<file path="config.mk">
export PLATFORM = sky130hd
export DESIGN_NAME = ds_bitstream_decimator
export DESIGN_NICKNAME = d
export VERILOG_FILES = /design/src/rtl/ds_decim_pkg.sv /design/src/rtl/ds_cic_comb_serial.sv /design/src/rtl/ds_bitstream_decimator.sv
export SDC_FILE = /design/constraint.sdc
export NUM_CORES = 1
export LEC_CHECK = 0
export CAP_MARGIN = 15
export CORE_MARGIN = 3
export CORE_UTILIZATION = 62
export CTS_CLUSTER_DIAMETER = 50
export DETAILED_ROUTE_END_ITERATION = 12
export PLACE_DENSITY = 0.8
export REMOVE_ABC_BUFFERS = 1
export SLEW_MARGIN = 0
export SYNTH_ARGS = -nofsm -noshare
export SYNTH_HDL_FRONTEND = slang
export SYNTH_SLANG_ARGS = --single-unit
</file>
<file path="constraint.sdc">
create_clock -name clk -period 3.3 [get_ports clk]
set_input_delay 0.825 -clock clk [delete_from_list [all_inputs] [get_ports clk]]
set_output_delay 0.825 -clock clk [all_outputs]
set_load 0.005 [all_outputs]
</file>
<file path="src/rtl/ds_decim_pkg.sv">
// Purpose: shared types and helpers for the delta-sigma bitstream CIC decimator.
// Latency: n/a (declarations only).
// Backpressure: n/a.
//
// Contents:
//   MAX_ORDER    - largest supported number of integrator/comb stages
//   comb_state_t - serial comb FSM state (idle, or running one comb stage per clock)
//   decim_width  - datapath width needed so the final comb output is exact

package ds_decim_pkg;

    localparam int MAX_ORDER = 4;

    typedef enum logic {
        ST_IDLE = 1'b0,
        ST_COMB = 1'b1
    } comb_state_t;

    // The CIC gain is R^ORDER = 2^(ORDER*DECIM_LOG2), which must itself be
    // representable, hence the extra bit.
    function automatic int decim_width(input int order, input int decim_log2);
        return order * decim_log2 + 1;
    endfunction

endpackage

</file>
<file path="src/rtl/ds_cic_comb_serial.sv">
// Purpose: serial CIC comb section, one differentiator stage evaluated per clock.
// Latency: ORDER clocks from start to the done pulse; result is valid while done is high and after.
// Backpressure: none; start must only arrive while idle (the caller's decimation spacing ensures this).
//
// Ports:
//   clk, reset  - clock, synchronous active-high reset
//   start       - load snapshot into x and begin stage 0 on the next clock
//   snapshot    - last integrator value captured at the decimation point
//   busy        - a comb stage is pending or executing
//   done        - one-cycle pulse the clock after the last stage completed
//   result      - comb output (the x register)

module ds_cic_comb_serial
    import ds_decim_pkg::*;
#(
    parameter int ORDER = 3,
    parameter int W     = 16
) (
    input  logic         clk,
    input  logic         reset,
    input  logic         start,
    input  logic [W-1:0] snapshot,
    output logic         busy,
    output logic         done,
    output logic [W-1:0] result
);

    localparam int SW = (ORDER > 1) ? $clog2(ORDER) : 1;

    comb_state_t   state;
    comb_state_t   state_nxt;
    logic [SW-1:0] stage;
    logic [SW-1:0] stage_nxt;
    logic [W-1:0]  x;
    logic [W-1:0]  dly [ORDER];
    logic          last_stage;

    assign last_stage = (stage == SW'(ORDER - 1));
    assign busy       = (state != ST_IDLE);
    assign result     = x;

    always_comb begin
        state_nxt = state;
        stage_nxt = stage;
        case (state)
            ST_IDLE: begin
                if (start) begin
                    state_nxt = ST_COMB;
                    stage_nxt = '0;
                end
            end
            ST_COMB: begin
                if (last_stage) begin
                    state_nxt = ST_IDLE;
                    stage_nxt = '0;
                end else begin
                    stage_nxt = stage + SW'(1);
                end
            end
            default: begin
                state_nxt = ST_IDLE;
                stage_nxt = '0;
            end
        endcase
    end

    always_ff @(posedge clk) begin
        if (reset) begin
            state <= ST_IDLE;
            stage <= '0;
            x     <= '0;
            done  <= 1'b0;
            for (int k = 0; k < ORDER; k++) begin
                dly[k] <= '0;
            end
        end else begin
            state <= state_nxt;
            stage <= stage_nxt;
            done  <= (state == ST_COMB) && last_stage;
            if (start) begin
                x <= snapshot;
            end else if (state == ST_COMB) begin
                // Differentiator y[n] = x[n] - x[n-1]; modulo-2^W wrap is intended
                // and cancels the integrators' wrap exactly.
                x          <= x - dly[stage];
                dly[stage] <= x;
            end
        end
    end

endmodule

</file>
<file path="src/rtl/ds_bitstream_decimator.sv">
// Purpose: recover PCM samples from a 1-bit delta-sigma stream with an ORDER-stage CIC (R = 2^DECIM_LOG2).
// Latency: out_valid rises ORDER+1 clocks after the decimating accepted bit.
// Backpressure: single-entry output buffer; a new sample overwrites an unconsumed one and sets sticky overrun.
//
// Ports:
//   clk, reset           - clock, synchronous active-high reset
//   in_valid, in_bit     - accepted modulator bit when in_valid is high
//   out_valid, out_ready - output handshake
//   out_sample           - unsigned decimated sample, 0..R^ORDER
//   overrun              - sticky, cleared only by reset
//   busy                 - serial comb in progress

module ds_bitstream_decimator
    import ds_decim_pkg::*;
#(
    parameter  int ORDER      = 3,
    parameter  int DECIM_LOG2 = 5,
    localparam int W          = decim_width(ORDER, DECIM_LOG2)
) (
    input  logic         clk,
    input  logic         reset,
    input  logic         in_valid,
    input  logic         in_bit,
    output logic         out_valid,
    input  logic         out_ready,
    output logic [W-1:0] out_sample,
    output logic         overrun,
    output logic         busy
);

    logic [W-1:0]          acc [ORDER];
    logic [DECIM_LOG2-1:0] count;
    logic                  dec_point;
    logic                  comb_done;
    logic [W-1:0]          comb_result;

    // R is a power of two, so the counter wraps to 0 by itself after R-1.
    assign dec_point = in_valid && (count == '1);

    // Integrator chain. Each stage adds the previous stage's old value, so the
    // chain is pipelined (one extra clock of delay per stage) with no carry chain
    // longer than W bits.
    always_ff @(posedge clk) begin
        if (reset) begin
            count <= '0;
            for (int k = 0; k < ORDER; k++) begin
                acc[k] <= '0;
            end
        end else if (in_valid) begin
            count  <= count + DECIM_LOG2'(1);
            acc[0] <= acc[0] + {{(W-1){1'b0}}, in_bit};
            for (int k = 1; k < ORDER; k++) begin
                acc[k] <= acc[k] + acc[k-1];
            end
        end
    end

    // The snapshot is the last integrator's value before this edge's update.
    ds_cic_comb_serial #(
        .ORDER (ORDER),
        .W     (W)
    ) u_comb (
        .clk      (clk),
        .reset    (reset),
        .start    (dec_point),
        .snapshot (acc[ORDER-1]),
        .busy     (busy),
        .done     (comb_done),
        .result   (comb_result)
    );

    // Output buffer: a load always wins over a same-cycle handshake. Overrun is
    // only flagged when the old sample was still pending and not being taken.
    always_ff @(posedge clk) begin
        if (reset) begin
            out_valid  <= 1'b0;
            out_sample <= '0;
            overrun    <= 1'b0;
        end else if (comb_done) begin
            out_valid  <= 1'b1;
            out_sample <= comb_result;
            if (out_valid && !out_ready) begin
                overrun <= 1'b1;
            end
        end else if (out_valid && out_ready) begin
            out_valid <= 1'b0;
        end
    end

    // R > ORDER+1 keeps decimation points apart by more than the comb run.
    always_ff @(posedge clk) begin
        if (!reset && dec_point) begin
            assert (!busy);
        end
    end

endmodule
</file>
**Word-level counts from Yosys, hierarchy flattened**

Memory sizes are Yosys's and may differ from the RTL's. A register that Yosys moved wholly into a read port is not among the register bits.
Index checks and enable logic that the tools add are counted.

- Bits in registers: 43
- Bits in writable memories: 96
- Input port bits: 5
- Output and inout port bits: 19
- Logic and storage cells: 59
- Memories kept: 2

- Add/subtract/negate cells: 6
- Eq/ne operators: 3
- Mux-type cells: 27
- Bitwise operators: 4
- Reductions and logical operators: 9

Memories:

| memory | words | width | read ports | clocked after Yosys merged registers in | write ports | line | text |
|---|---|---|---|---|---|---|---|
| acc | 3 | 16 | 3 | 0 | 3 | ds_bitstream_decimator.sv:31 | `logic [W-1:0] acc [ORDER];` |
| u_comb.dly | 3 | 16 | 1 | 1 | 3 | ds_cic_comb_serial.sv:35 | `logic [W-1:0] dly [ORDER];` |

Operators with widths:

| operator | number |
|---|---|
| 2-to-1 mux 16 bit | 6 |
| adder 16 bit | 2 |
| adder 16 x 1 -> 16 bit | 1 |
| OR reduction 16 bit | 1 |
| subtractor 16 bit | 1 |
| 2-to-1 mux 1 bit | 14 |
| 2-to-1 mux 2 bit | 5 |
| adder 5 x 1 -> 5 bit (second input constant) | 1 |
| equality test 5 bit (second input constant) | 1 |
| logical AND 1 bit | 4 |
| one-hot mux 2 bit (2 select lines) | 1 |
| nonzero test 2 bit | 2 |
| OR 1 bit | 3 |
| adder 2 x 1 -> 2 bit (second input constant) | 1 |
| equality test 2 bit (second input constant) | 1 |
| inequality test 2 bit (second input constant) | 1 |
| one-hot mux 1 bit (2 select lines) | 1 |
| AND reduction 2 bit | 1 |
| logical NOT 1 bit | 1 |
| inverter 1 bit | 1 |

**Depth between registers and ports, before layout**

- Depth after elaboration: 7
- Mapped depth: 12
- Depth with buffers taken out: 10

**Modules after synthesis**

From an unflattened synthesis, not the netlist that was laid out.

- Cell total of the unflattened synthesis: 803
- Area, all modules: 8763.4 um2

Modules (own cells, without submodules):

| module | times used | cells each | area each (um2) | seq. area each (um2) |
|---|---|---|---|---|
| ds_cic_comb_serial | 1 | 383 | 4483.0 | 2362.3 |
| ds_bitstream_decimator | 1 | 420 | 4280.4 | 1901.8 |

**Worst setup path before layout**

No wires, ideal clock.

- Path kind: reg2reg
- Start point: register with a tool-made name
- End point: register u_comb.x[11] (netlist: u_comb.result[11])
- Setup time: 138 ps
- Arrival time: 2737 ps
- Data required time: 3162 ps
- Setup slack: 426 ps
- Stages on the path, launching flop included: 12
- Path buffers: 2
- Period minus slack after synthesis: 2874 ps
- Cell sequence: dfxtp_1 buf_4 buf_2 mux4_2 inv_1 ha_1 nor2b_1 o31ai_2 a21oi_1 or3_1 a31oi_1 a211oi_1

RTL lines:

| item | line | text |
|---|---|---|
| end signal: assignment | ds_cic_comb_serial.sv:81 | `x <= snapshot;` |
| end signal: assignment | ds_cic_comb_serial.sv:85 | `x <= x - dly[stage];` |
| end: declaration | ds_cic_comb_serial.sv:34 | `logic [W-1:0] x;` |

==> impl_results.md <==
* Critical path required time at between 3 and 4 ns
* Synth Warn # at 0
* First-pass GRT wire length at roughly 30 mm
* Final Hold Viols at 0
* Final ANT Viol Nets at 0
* Worst-path cell chain: buf_4 > mux4_2 > ha_1 > inv_1 > fa_1 > a211oi_1 > o211ai_2 > nand4_2 > o31ai_1 > xnor2_1 > o22ai_1
* Startpoint Class: register
* Pins Over Slew Limit at 0
* Setup violators final at 0
* Area of the multi-input gates at around 4000 sq um
* Worst VDD drop at 0.244 mV
* CTS buffer count at 17
* Fillers at between 900 and 1000
* CTS tree: yes
* Synth area leader: edfxtp_1
* Ratio of total power to cell area at just over 500 nW/um^2
* Worst EP arrival at approximately 3.2 ns
* Layout Cells excl Fill at just under 1000
* Number of cells on the worst hold path at 2
* Buffers & Inverters on Critical Path at 2
* DR vias/cell at 6.08
* Critical Path Slowest Stage Cell: mux4_2
* 1st-pass router iterations at 5
* Hold worst-path end: overrun
* Boundary Pins at 24
* Post-synth top area share at around two fifths
* Clock root buffer: clkbuf_16
* Core region area at 13300 sq um
* Placed cells at ~960
* Leading post-synthesis cells by cell area: edfxtp_1, dfxtp_1, ha_1
* IO Port Bufs at 23
* Largest net degree at the start of global routing at between 40 and 50
* Most common flop cell mapped by yosys: edfxtp_1
* Post-synthesis sequential area ratio at between 50% and 60%
* Status: complete, no violations
* Final period util at ~90%
* Beginning of the worst hold path: overrun
* Die W at between 100 and 150 microns
* Area growth syn-to-layout at 13.2%
* Placement row count at 42
* Leakage power at around 3.7 nW
* Hold Buf Count CTS at 0
* Post-route cell area at 9620 sq um
* Slew headroom at between 20% and 30%
* # diodes at 0
* Overall Power at 0.00486 W
* Remaining DRCs at 0
* Detail Placement HPWL at ~13 mm
* Layout cell share with drive strength beyond 1 at under 10%
* Async set or reset register ratio after synthesis at 0%
* Bufs on Longest Clock Path at 2
* DR WL met3 at between 600 and 700 microns
* Post-Route WL at 18.4 mm
* Die area at 15100 sq um
* Initial antenna violation count at 0
* DR WL/cell at 18.6 microns
* GP Congestion at 0.901
* FF-to-FF End: u_comb.result[14]
* Gr ovfl total at 0
* CP delay by family, top: compound AO/OA/AOI/OAI gates
* Iter 0 DRT Violations at just over 600
* Final nets at between 800 and 900
* Wire length on met2 at 9.65 mm
* Max Fclk at 0.343 GHz
* Top Metal Used: met4
* CTS clock-pin slew for the worst setup and hold paths at 0.06 ns
* Crit Path Class: register to register
* RSZ-0062 raised after global routing: false
* Crit Path Max Fanout at 14
* Worst-case reg-to-reg path depth at 11
* Area of placed instances at between 8000 and 9000 sq um
* Hold Path Class: register to register
* H-tree depth at 4
* WL met1 at a little under 8 mm
* Clock Sink Count at 157
* Worst setup EP type: register
* Yosys reg bits at roughly 160
* Max-cap violation count at 0
* Mapped Cells at 770
* R2R setup slack at 0.38 ns
* Crit path time final at ~2.9 ns
* Via count at 6015
* Setup Buffers After CTS at 0
* Post-Syn Area per Cell at between 10 and 15 sq um
* Layout Skew at roughly 0.0067 ns
* Gr usage total at about a quarter
* Critical Path Max Stage Delay at about 0.56 ns
* Initial Util at between 60% and 70%
* CTS resizes at 0
* Post-synth EDFFs at between 100 and 150
* Register area at 4260 sq um
* Post-synthesis cell area at approximately 8500 sq um
* Vias in the first global route at between 6000 and 7000
* Worst Max-Slew Pin Slew at between 1 and 1.5 ns
* Vert. Die Dim at approximately 120 microns
* Clock latency on the worst-skew pair at approximately 0.42 ns
* Synth unique cells at between 60 and 70
-- where the power goes --
part           leakage [nW]  switching (W)  internal (W)
sequential             1.52      0.0000609       0.00220
clock                 0.307       0.000757       0.00136
combinational          1.87       0.000282      0.000199
total                  3.69        0.00110       0.00376
-- how the worst max path moves through the flow --
stage	from	to	cells past startpoint
after floorplan	register	u_comb.result[11]	9
after global placement	reset	u_comb.dly[1][2]	5
after detailed placement	reset	u_comb.dly[1][2]	5
after CTS	register	u_comb.result[14]	11
after global routing	register	u_comb.result[14]	11
final	register	u_comb.result[14]	11
-- cells in the mapped netlist, drive strengths merged, types with 2 or more instances --
cell type / count
edfxtp: 112
nor2: 99
ha: 51
dfxtp: 45
a21oi: 44
and2: 33
o21ai: 32
nand2: 28
inv: 27
clkbuf: 26
mux2i: 23
xnor2: 23
xor2: 22
and3: 20
nand3: 20
a21o: 16
mux4: 16
a211oi: 13
nor3: 13
o211ai: 9
nand4: 8
or3: 8
a31oi: 7
buf: 7
nand2b: 6
nor2b: 6
a311oi: 5
or2: 5
a21boi: 4
nor3b: 4
nor4: 4
o21bai: 4
fa: 3
o21a: 3
o22ai: 3
o31ai: 3
a2111oi: 2
and4: 2
o41ai: 2
-- cell usage in the layout, fill, tap and decap left out, types with 5 or more instances in the layout --
| cell | instances |
|---|---|
| xnor2_1 | 23 |
| xor2_1 | 22 |
| a21oi_1 | 43 |
| mux4_2 | 16 |
| a21o_1 | 16 |
| nor2_1 | 99 |
| o211ai_1 | 7 |
| o21ai_0 | 17 |
| o21ai_1 | 15 |
| inv_1 | 27 |
| and2_1 | 32 |
| mux2i_1 | 23 |
| a211oi_1 | 12 |
| clkbuf_16 | 17 |
| and3_1 | 20 |
| clkdlybuf4s50_1 | 23 |
| dfxtp_1 | 45 |
| nor2b_1 | 6 |
| or3_1 | 8 |
| nand2_1 | 28 |
| nand4_1 | 7 |
| a311oi_1 | 5 |
| nand3_1 | 20 |
| bufinv_16 | 5 |
| nand2b_1 | 6 |
| buf_4 | 19 |
| edfxtp_1 | 112 |
| a31oi_1 | 7 |
| ha_1 | 51 |
| nor3_1 | 13 |
-- flip-flops by register name, indices dropped and copies added, names as in the netlist, named ones only --
register and cells:
u_comb.dly 64, acc 48, out_sample 16, u_comb.result 16
count 5, u_comb.stage 2, out_valid 1, overrun 1
u_comb.busy 1, u_comb.done 1
-- metrics by stage --
step | setup WS (ns) | TNS [ns] | utilization, % | hold slack [ns]
6_report | 0.381 | 0 | 72.1 | 0.473
5_1_grt | 0.179 | 0 | 72.1 | 0.510
4_1_cts | 0.371 | 0 | 71.9 | 0.478
3_5_place_dp | -0.0305 | -0.477 | 67.1 | 0.463
3_3_place_gp | 0.0468 | 0 | 67.1 | 0.451
2_1_floorplan | 0.242 | 0 | - | 0.460
-- per-layer routing --
layer / track usage, % / up-vias
met3: 4.21 / 33
met4: 10.2 / 0
met1: 31.8 / 2916
met2: 44.9 / 152
li1: - / 2914
met5: 0 / -
-- layout make-up --
class	count	share of cell area, %
tap	176	2.29
clock buffer	21	4.68
inverter	27	1.05
sequential	157	44.3
clock inverter	11	1.96
timing repair buffer	44	4.14
multi-input combinational	553	41.6
-- worst min-delay path, cell delays in order (launching register included) --
cell,delay (ns)
dfxtp_1,0.32
a21oi_1,0.04
nor2_1,0.07
-- cells by family after synthesis --
family	after synthesis	synth area share, %
flip-flops	157	50.2
multiplexers	39	6.95
AO/OA/AOI/OAI	158	12.4
XOR/XNOR	45	4.64
AND/OR/NAND/NOR	257	14.9
adder cells (fa/ha/maj)	54	8.22
buffers and inverters	60	2.77
Note: power is estimated with default switching activity, not from simulation.
